<file path="src/rtl/wcu_pkg.sv">
// Shared types for the Julia worker control unit: per-lane state encoding
// and the upper bound on the number of lanes a pool may be built with.
package wcu_pkg;

  localparam int WCU_MAX_LANES = 16;

  typedef enum bit [2:0] {
    INIT       = 3'd0,
    ASK_WAIT   = 3'd1,
    CONVERT    = 3'd2,
    CALC1      = 3'd3,
    CALC2      = 3'd4,
    WRITE_WAIT = 3'd5
  } wcu_lane_state;

endpackage

</file>
<file path="src/rtl/wcu_lane.sv">
// One convert/calc lane sequencer. It waits for a grant, runs convert and
// then calc, and holds in WRITE_WAIT until the memory controller pops it.
// Optional watchdog (macro WCU_TIMEOUT_EN) forces CALC2 -> WRITE_WAIT after
// TIMEOUT_CYCLES cycles spent in calc and flags the entry as timed out.
module wcu_lane
  import wcu_pkg::*;
#(
  parameter int TIMEOUT_CYCLES = 65535
) (
  input  logic          clk,
  input  logic          n_rst,
  input  logic          grant,
  input  logic          convert_done,
  input  logic          calc_done,
  input  logic          pop,
  output wcu_lane_state state,
  output logic          convert_start,
  output logic          calc_start,
  output logic          push
`ifdef WCU_TIMEOUT_EN
 ,output logic          timeout
`endif
);

  wcu_lane_state state_q, state_d;
  logic          tmo_hit;

`ifdef WCU_TIMEOUT_EN
  localparam int CNT_W = $clog2(TIMEOUT_CYCLES);

  logic [CNT_W-1:0] cnt_q, cnt_d;

  // Calc-phase cycle counter: cleared on the way into CALC1, counts in CALC1/CALC2.
  always_comb begin
    cnt_d = cnt_q;
    if (state_q == CONVERT && convert_done) begin
      cnt_d = '0;
    end else if (state_q == CALC1 || state_q == CALC2) begin
      cnt_d = cnt_q + 1'b1;
    end
  end

  // Counter register.
  always_ff @(posedge clk or negedge n_rst) begin
    if (!n_rst) cnt_q <= '0;
    else        cnt_q <= cnt_d;
  end

  assign tmo_hit = (state_q == CALC2) && (cnt_q == CNT_W'(TIMEOUT_CYCLES - 1));
  // A real calc_done in the expiry cycle takes precedence over the watchdog.
  assign timeout = tmo_hit && !calc_done;
`else
  assign tmo_hit = 1'b0;
`endif

  // Next-state and Moore outputs of the lane FSM.
  always_comb begin
    // NOTE: every output of a combinational block gets a default first so no
    // path through the case leaves it unassigned (which would infer a latch).
    state_d       = state_q;
    convert_start = 1'b0;
    calc_start    = 1'b0;
    push          = 1'b0;
    case (state_q)
      INIT:       state_d = ASK_WAIT;
      ASK_WAIT:   if (grant) state_d = CONVERT;
      CONVERT: begin
        convert_start = 1'b1;
        if (convert_done) state_d = CALC1;
      end
      CALC1: begin
        calc_start = 1'b1;
        state_d    = CALC2;
      end
      CALC2: begin
        calc_start = 1'b1;
        if (calc_done || tmo_hit) begin
          push    = 1'b1;
          state_d = WRITE_WAIT;
        end
      end
      WRITE_WAIT: begin
        calc_start = 1'b1;
        if (pop) state_d = ASK_WAIT;
      end
      default:    state_d = INIT;
    endcase
  end

  // State register.
  always_ff @(posedge clk or negedge n_rst) begin
    // NOTE: sequential state uses non-blocking assignments so every register
    // samples the pre-edge values regardless of block evaluation order.
    if (!n_rst) state_q <= INIT;
    else        state_q <= state_d;
  end

  assign state = state_q;

endmodule

</file>
<file path="src/rtl/wcu_pool.sv">
// Multi-lane Julia worker control unit: hands jobs to free lanes with a
// rotating picker and returns finished lanes to the memory controller
// through an in-order completion FIFO.
// Optional watchdog: define WCU_TIMEOUT_EN to enable per-lane calc timeouts.
module wcu_pool
  import wcu_pkg::*;
#(
  parameter int NUM_LANES      = 4,
  parameter int LANE_W         = ($clog2(NUM_LANES) > 0) ? $clog2(NUM_LANES) : 1,
  parameter int TIMEOUT_CYCLES = 65535
) (
  input  logic                 clk,
  input  logic                 n_rst,
  input  logic                 JW_start,
  output logic                 JW_ready,
  output logic [LANE_W-1:0]    JW_lane,
  output logic [NUM_LANES-1:0] convert_start,
  input  logic [NUM_LANES-1:0] convert_done,
  output logic [NUM_LANES-1:0] calc_start,
  input  logic [NUM_LANES-1:0] calc_done,
  output logic                 JW_done,
  output logic [LANE_W-1:0]    JW_done_lane,
  output logic                 JW_timeout,
  input  logic                 MC_done,
  output logic [LANE_W:0]      busy_count
);

  localparam int CNT_W = LANE_W + 1;

  wcu_lane_state        lane_state [NUM_LANES];
  logic [NUM_LANES-1:0] ask, grant, push, pop_vec;
  logic                 accept, pop;
  logic [LANE_W-1:0]    ptr_q, ptr_d, pick;
  logic [LANE_W-1:0]    fifo_lane_q [NUM_LANES];
  logic [LANE_W-1:0]    fifo_lane_d [NUM_LANES];
  logic [LANE_W-1:0]    rd_q, rd_d, wr_q, wr_d, wr_idx;
  logic [CNT_W-1:0]     cnt_q, cnt_d, n_push, busy_q, busy_d;
`ifdef WCU_TIMEOUT_EN
  logic [NUM_LANES-1:0] lane_tmo;
  logic                 fifo_tmo_q [NUM_LANES];
  logic                 fifo_tmo_d [NUM_LANES];
`endif

  function automatic logic [LANE_W-1:0] inc_wrap(input logic [LANE_W-1:0] v);
    return (v == LANE_W'(NUM_LANES - 1)) ? '0 : v + 1'b1;
  endfunction

  for (genvar i = 0; i < NUM_LANES; i++) begin : g_lane
    assign ask[i]     = (lane_state[i] == ASK_WAIT);
    assign grant[i]   = accept && (pick == LANE_W'(i));
    assign pop_vec[i] = pop && (JW_done_lane == LANE_W'(i));

    wcu_lane #(.TIMEOUT_CYCLES(TIMEOUT_CYCLES)) u_lane (
      .clk          (clk),
      .n_rst        (n_rst),
      .grant        (grant[i]),
      .convert_done (convert_done[i]),
      .calc_done    (calc_done[i]),
      .pop          (pop_vec[i]),
      .state        (lane_state[i]),
      .convert_start(convert_start[i]),
      .calc_start   (calc_start[i]),
      .push         (push[i])
`ifdef WCU_TIMEOUT_EN
     ,.timeout      (lane_tmo[i])
`endif
    );
  end

  // Rotating picker: first ASK_WAIT lane at or above the pointer, wrapping.
  always_comb begin
    int idx;
    logic found;
    pick  = ptr_q;
    found = 1'b0;
    idx   = 0;
    for (int k = 0; k < NUM_LANES; k++) begin
      idx = (int'(ptr_q) + k) % NUM_LANES;
      if (!found && ask[LANE_W'(idx)]) begin
        pick  = LANE_W'(idx);
        found = 1'b1;
      end
    end
  end

  assign JW_ready = |ask;
  assign JW_lane  = pick;
  assign accept   = JW_ready && JW_start;
  assign ptr_d    = accept ? inc_wrap(pick) : ptr_q;

  assign JW_done      = (cnt_q != '0);
  assign JW_done_lane = JW_done ? fifo_lane_q[rd_q] : '0;
  assign pop          = MC_done && JW_done;
`ifdef WCU_TIMEOUT_EN
  assign JW_timeout   = JW_done && fifo_tmo_q[rd_q];
`else
  assign JW_timeout   = 1'b0;
`endif

  // Completion FIFO update: simultaneous pushes land in ascending lane order.
  always_comb begin
    fifo_lane_d = fifo_lane_q;
`ifdef WCU_TIMEOUT_EN
    fifo_tmo_d  = fifo_tmo_q;
`endif
    wr_idx = wr_q;
    n_push = '0;
    for (int i = 0; i < NUM_LANES; i++) begin
      if (push[i]) begin
        fifo_lane_d[wr_idx] = LANE_W'(i);
`ifdef WCU_TIMEOUT_EN
        fifo_tmo_d[wr_idx]  = lane_tmo[i];
`endif
        wr_idx = inc_wrap(wr_idx);
        n_push = n_push + 1'b1;
      end
    end
    wr_d  = wr_idx;
    rd_d  = pop ? inc_wrap(rd_q) : rd_q;
    cnt_d = cnt_q + n_push - CNT_W'(pop);
  end

  // Busy lanes as they will be after this edge, so busy_count tracks the states.
  always_comb begin
    busy_d = '0;
    for (int i = 0; i < NUM_LANES; i++) begin
      case (lane_state[i])
        ASK_WAIT:               if (grant[i]) busy_d = busy_d + 1'b1;
        CONVERT, CALC1, CALC2:  busy_d = busy_d + 1'b1;
        WRITE_WAIT:             if (!pop_vec[i]) busy_d = busy_d + 1'b1;
        default:                busy_d = busy_d;
      endcase
    end
  end

  // Control registers: picker pointer, FIFO pointers/count, busy count.
  always_ff @(posedge clk or negedge n_rst) begin
    if (!n_rst) begin
      ptr_q  <= '0;
      rd_q   <= '0;
      wr_q   <= '0;
      cnt_q  <= '0;
      busy_q <= '0;
    end else begin
      ptr_q  <= ptr_d;
      rd_q   <= rd_d;
      wr_q   <= wr_d;
      cnt_q  <= cnt_d;
      busy_q <= busy_d;
    end
  end

  // FIFO storage.
  always_ff @(posedge clk) begin
    // NOTE: storage is deliberately not reset; the count gates every read and
    // JW_done_lane is forced to 0 while empty, so stale contents never escape.
    fifo_lane_q <= fifo_lane_d;
`ifdef WCU_TIMEOUT_EN
    fifo_tmo_q  <= fifo_tmo_d;
`endif
  end

  assign busy_count = busy_q;

endmodule
</file>
<file path="config.mk">
export PLATFORM = sky130hd
export DESIGN_NAME = wcu_pool
export DESIGN_NICKNAME = d
export VERILOG_FILES = /design/src/rtl/wcu_pkg.sv /design/src/rtl/wcu_lane.sv /design/src/rtl/wcu_pool.sv
export SDC_FILE = /design/constraint.sdc
export NUM_CORES = 1
export LEC_CHECK = 0
export ABC_AREA = 1
export CORE_ASPECT_RATIO = 1.75
export CORE_MARGIN = 1
export CORE_UTILIZATION = 40
export DETAILED_ROUTE_END_ITERATION = 10
export PLACE_DENSITY = 0.71
export SLEW_MARGIN = 0
export SYNTH_ARGS = -nofsm -noshare
export SYNTH_HDL_FRONTEND = slang
export SYNTH_SLANG_ARGS = --single-unit
</file>
<file path="constraint.sdc">
create_clock -name clk -period 8.1 [get_ports clk]
set_clock_uncertainty 0.1 [all_clocks]
set_input_delay 0.81 -clock clk [delete_from_list [all_inputs] [get_ports clk]]
set_output_delay 0.81 -clock clk [all_outputs]
set_load 0.1 [all_outputs]
</file>
; ---- Word level (Yosys, flattened, before mapping)
; Cells that the tools add are included.
[op_classes]
n_addsub = 17
magnitude_cmp = 13
n_eq_ne = 47
n_mux = 96
bitwise_logic = 14
reduce_logical = 40
[op_table]
columns = cell, count
row1 = $mux 3, 25
row2 = $pmux 3 s6, 4
row3 = $mux 2, 20
row4 = $pmux 3 s3, 4
row5 = $mux 8, 4
row6 = $mux 1, 30
row7 = $eq 3x2->1 const B, 8
row8 = $eq 3x3->1 const B, 8
row9 = $reduce_or 3->1, 8
row10 = $add 3x1->3 const B, 6
row11 = $eq 2x2->1 const B, 9
row12 = $logic_and 1x1->1, 17
row13 = $demux 2 s2, 4
row14 = $lt 2x4->1 const B, 4
row15 = $ne 2x1->1 const B, 8
row16 = $ne 2x2->1 const B, 8
row17 = $reduce_and 4->1, 4
row18 = $ge 3x3->1 const B, 5
row19 = $not 2->3, 5
row20 = $add 2x1->2 const B, 7
row21 = $eq 3x1->1 const B, 4
row22 = $logic_not 3->1, 4
row23 = $lt 3x1->1 const B, 4
row24 = $and 4x4->4, 2
row25 = other kinds (15), 25
[word_totals]
ff_bits = 32
inputBits = 12
out_inout_bits = 18
elab_cells = 240

; ---- Longest topological paths before layout
[depth]
depth_word = 27
ltp_mapped = 31
ltp_nobuf = 31

; ---- Modules after synthesis
; From an unflattened synthesis, not the netlist that was laid out.
[unflattened]
hier_cells = 466
area_unflattened_um2 = 3229.3
[by_module_without_submodules]
columns = mod, n_inst, cells_each, area_each_um2, seq_area_each_um2
row1 = wcu_pool, 1, 322, 2228.4, 460.4
row2 = wcu_lane, 4, 36, 250.2, 75.1

; ---- Worst setup path before layout
; Ideal clock, no wire load.
[synth_path]
path_type = register to register
startpoint = register g_lane[0].u_lane.state_q[2]
endpoint = register busy_q[1] (netlist: busy_count[1])
setup_time_ns = 0.117
t_arrival_ns = 3.905
t_required_ns = 7.883
path_slack_ns = 3.978
stages_incl_launch_ff = 27
n_path_buf = 0
synth_period_minus_slack_ns = 4.122
path_cell_list = dfrtp_1 inv_1 nand3_1 nand2_1 o21ai_2 o21ai_0 nor2_2 nand3_1 nand2_1 inv_1 ha_1 inv_1 nor2_1 ha_1 o2bb2ai_1 a21oi_1 nand2_1 nand2_2 inv_1 ha_1 nand2_1 nand2_1 ha_1 nand2_1 nand2_1 nand2_1 nand2_1
[synth_via]
elab_chain_cells = 27
word_cells_on_any_way = 54
classes_between = add/sub (3) / eq/ne (8) / mux (29) / reduce/logical (14)
[synth_lines]
columns = item, line
row1 = from (decl), wcu_lane.sv:25  ; wcu_lane_state state_q, state_d;
row2 = from (signal assigned), wcu_lane.sv:95  ; else state_q <= state_d;
row3 = $eq 3x1->1 *, wcu_pool.sv:49  ; assign ask[i] = (lane_state[i] == ASK_WAIT);
row4 = $bmux 1 s2, wcu_pool.sv:79  ; if (!found && ask[LANE_W'(idx)]) begin
row5 = $mux 1 (implied by the code) (2 in a row), wcu_pool.sv:79
row6 = $mux 1, wcu_pool.sv:79
row7 = $logic_not 1->1, wcu_pool.sv:79
row8 = $logic_and 1x1->1, wcu_pool.sv:79
row9 = $mux 1, wcu_pool.sv:79
row10 = $logic_not 1->1, wcu_pool.sv:79
row11 = (+5 left out), -
row12 = via JW_lane[0], wcu_pool.sv:16  ; output logic [LANE_W-1:0] JW_lane,
row13 = (+6 left out), -
row14 = $pmux 3 s3, wcu_pool.sv:127  ; case (lane_state[i])
row15 = $add 3x1->3, "wcu_pool.sv:128, wcu_pool.sv:129, wcu_pool.sv:130"
row16 = $mux 3 (on tied branches), "wcu_pool.sv:130, wcu_pool.sv:128"
row17 = $pmux 3 s3, wcu_pool.sv:127
row18 = $add 3x1->3, "wcu_pool.sv:128, wcu_pool.sv:129, wcu_pool.sv:130"
row19 = $mux 3 (on tied branches), "wcu_pool.sv:130, wcu_pool.sv:128"
row20 = $pmux 3 s3 *, wcu_pool.sv:127
row21 = via busy_d[1], wcu_pool.sv:37  ; logic [CNT_W-1:0] cnt_q, cnt_d, n_push, busy_q, busy_d;
row22 = to (signal assigned), wcu_pool.sv:149  ; busy_q <= busy_d;
row23 = to (decl), wcu_pool.sv:37
; The timed path passes the listed nets; every way through them passes the cells marked *. The select of a mux whose other input is x is not followed.
; A chain may end at the register's enable or synchronous reset.

; ---- Worst setup path after layout
[layout_path]
startpoint = register g_lane[0].u_lane.state_q[2]
endpoint = register busy_q[1] (netlist: busy_count[1])
[layout_via]
elab_chain_cells = 27
word_cells_on_any_way = 54
classes_between = add/sub (3) / eq/ne (8) / mux (29) / reduce/logical (14)
[layout_lines]
columns = item, line
row1 = $eq 3x1->1, "wcu_pool.sv:49, wcu_pool.sv:127"
row2 = $bmux 1 s2, wcu_pool.sv:79
row3 = $mux 1 (implied by the code) (2 in a row), wcu_pool.sv:79
row4 = $mux 1, wcu_pool.sv:79
row5 = $logic_not 1->1, wcu_pool.sv:79
row6 = $logic_and 1x1->1, wcu_pool.sv:79
row7 = $mux 1, wcu_pool.sv:79
row8 = $logic_not 1->1, wcu_pool.sv:79
row9 = (+11 left out), -
row10 = $pmux 3 s3, wcu_pool.sv:127
row11 = $add 3x1->3, "wcu_pool.sv:128, wcu_pool.sv:129, wcu_pool.sv:130"
row12 = $mux 3 (on tied branches), "wcu_pool.sv:130, wcu_pool.sv:128"
row13 = $pmux 3 s3, wcu_pool.sv:127
row14 = $add 3x1->3, "wcu_pool.sv:128, wcu_pool.sv:129, wcu_pool.sv:130"
row15 = $mux 3 (on tied branches), "wcu_pool.sv:130, wcu_pool.sv:128"
row16 = $pmux 3 s3 *, wcu_pool.sv:127
row17 = via busy_d[1], wcu_pool.sv:37
; Marked as above.

==> results.cfg <==
[status]
status = complete, no violations

[global_route]
antenna_found_initial = 0
grt_pass1_vias = 2674
grt_max_degree = 25
grt_pass1_wl_mm = 11.06
overflow = 0
grt_use_total_pct = 19.25

[layout]
final_layout_size_suffix_gt1_share_pct = 7.589
num_antenna_cells = 0
final.fill_count = 748
area_growth_pct = 14.78
nNetsFinal = 491

[synth]
synth.area.top_cells = dfrtp_1 20%, nand2_1 15%, ha_1 13%
yosysTopAreaCell = dfrtp_1
yosysTopAreaCellShare_pct = 20.33
synthFlopType = dfrtp_1
syn_area_mm2 = 0.002954
synth_fp_nets = 468
synth_edf_count = 0
ys_ff_latch = 32
seq_area_frac_synth_pct = 25.75
syn-instance-count = 424
async_flop_share_pct = 75.00
synth_area_per_cell_um2 = 6.967
synth_cell_types = 43
yosys_warnings = 0

[critical_path]
regToRegEndpoint = busy_count[1]
critPathRequiredTime_ns = 8.18
critPathSlowestCell = dfrtp_1
worstPathMaxFanout = 6
regToRegStartpoint = g_lane[0].u_lane.state[2]
critPathKind = flip-flop to flip-flop
cp-start-kind = flip-flop
crit_arrival_ns = 4.20
reg2reg_slack_ns = 3.98
slowest_delay_ns = 0.40
critical_path.endpoint_type = flip-flop
path_common_cell = nand2_1
rr_worst_depth = 28
cp-startpoint = g_lane[0].u_lane.state[2]
crit_end = busy_count[1]

[timing]
fmax_mhz = 242.8
hold_viol_final = 0
slew_headroom_pct = 34.06
grt_setup_unrepaired = false
finalSetupTns_ns = 0
maxSlewViolCount = 0
worst_pin_slew_ns = 0.9859
final-setup-viol-count = 0
period_share_pct = 50.85
period_needed_ns = 4.119

[floorplan]
die-area_mm2 = 0.007746
ios = 30
core-area_mm2 = 0.007182
rows = 41
initial_core_util_pct = 41.13
die_h_um = 115.7
dieWidth_um = 66.96

[route]
num_vias = 2684
route.detailed.drc = 0
wirelength_mm = 6.677
ant_nets = 0
dr.pass1.iters = 5
routed_via_density = 5.026
drt_iter0_drc = 85
avgRoutedWirePerCell_um = 12.50

[clocking]
path_clk_slew_ns = 0.06
clk_path_buf_depth = 2
cts_tree = built
cts-root-buf = clkbuf_16
hold_buffers = 0
cts_buffers = 5
worstSkewPairLatency_ns = 0.29
post_cts_buffers = 0
cts-resized-gates = 0
cts_num_sinks = 32
htree_num_levels = 2

[placed_design]
place.port_buffers = 28
place.gp.congestion = 0.8464
hpwl_mm = 5.458

[job]
cap_viol_max_count = 0

[worst_hold_path]
hold_path_class = flip-flop to flip-flop
sequential cells by signal, summed over array words and instances, names as in the netlist:
| register | flops |
|---|---|
| g_lane.u_lane.state | 12 |
| fifo_lane_q | 8 |
| busy_count | 3 |
| cnt_q | 3 |
| ptr_q | 2 |
| rd_q | 2 |
| wr_q | 2 |
critical path, delay by kind of cell (launching register included):
| family | cells | cell delay (ns) |
|---|---|---|
| simple gates | 18 | 1.69 |
| buf+inv | 2 | 0.18 |
| flops | 1 | 0.40 |
| fa+ha+maj | 4 | 1.05 |
| compound gates | 4 | 0.57 |
cell usage after synthesis (2+ instances only):
cell type    n
nand2_1    116
inv_1       67
nand3_1     42
ha_1        31
o21ai_0     30
nor2_1      26
dfrtp_1     24
buf_4       10
a21oi_1      8
dfxtp_1      8
inv_2        5
nand2_2      5
nand4_1      4
o211ai_1     4
o21ai_2      4
o221ai_1     4
o21ai_1      3
xnor2_1      3
xor2_1       3
mux2i_1      2
nor2_2       2
or2_2        2
area by class of cell:
cell class                 count  area, um^2  area share, %
multi-input combinational    306        1823          53.76
sequential                    32       760.7          22.44
timing repair buffer          29       287.8          8.487
inverter                      73       274.0          8.081
clock buffer                   7       132.6          3.911
tap                           86       107.6          3.173
clock inverter                 1       5.005         0.1476
layout by cell type (no fill, tap or decap), types with 3 or more instances in the layout:
cell,Yosys,layout
nand2_1,116,116
inv_1,67,67
nand3_1,42,42
ha_1,31,31
o21ai_0,30,30
clkdlybuf4s50_1,0,28
nor2_1,26,26
dfrtp_1,24,24
a21oi_1,8,8
dfxtp_1,8,8
nand2_2,5,5
inv_2,5,5
clkbuf_16,0,5
nand4_1,4,4
o21ai_2,4,4
o211ai_1,4,4
o221ai_1,4,4
xnor2_1,3,3
o21ai_1,3,3
xor2_1,3,3
per-layer routing:
layer  routed length (um)  vias up  GRT usage, %
met5                    0        -             0
met4                  425        0         14.33
met3                  160       25         3.839
met2                 3727       43         37.10
met1                 2363     1226         16.42
li1                     -     1390             -
per-stage QoR:
stage / area (um^2) / worst slack, ns / hold slack (ns) / cells / utilization, %
2_1_floorplan: 2954 / 3.978 / 0.3620 / 424 / -
6_report: 3391 / 3.981 / 0.3952 / 534 / 47.21
3_3_place_gp: 3253 / 4.016 / 0.3915 / 526 / 45.30
4_1_cts: 3391 / 3.953 / 0.3992 / 534 / 47.21
3_5_place_dp: 3253 / 3.903 / 0.3816 / 526 / 45.30
5_1_grt: 3391 / 3.616 / 0.4481 / 534 / 47.21
logic make-up after synthesis:
group,share of synthesized area [%]
AOI/OAI and AO/OA,12.49
xor gates and xnor gates,4.024
adders and majority gates,13.81
buffers and inverters,12.54
DFF,25.75
muxes,0.6777
other,0.1269
and+or+nand+nor,30.58
worst min path at each step:
| stage | startpoint | end | slack (ns) | depth (start not counted) |
|---|---|---|---|---|
| 2_1_floorplan | fifo_lane_q[1] | fifo_lane_q[1] | 0.36 | 2 |
| 4_1_cts | fifo_lane_q[3] | fifo_lane_q[3] | 0.40 | 2 |
| 3_3_place_gp | cnt_q[0] | cnt_q[0] | 0.39 | 1 |
| 5_1_grt | cnt_q[0] | cnt_q[0] | 0.45 | 1 |
| 6_report | fifo_lane_q[3] | fifo_lane_q[3] | 0.40 | 2 |
| 3_5_place_dp | fifo_lane_q[3] | fifo_lane_q[3] | 0.38 | 2 |
Power is left out: the tool's default activity adds up to more than one toggle a clock period on the data nets, which glitch-free logic cannot reach.
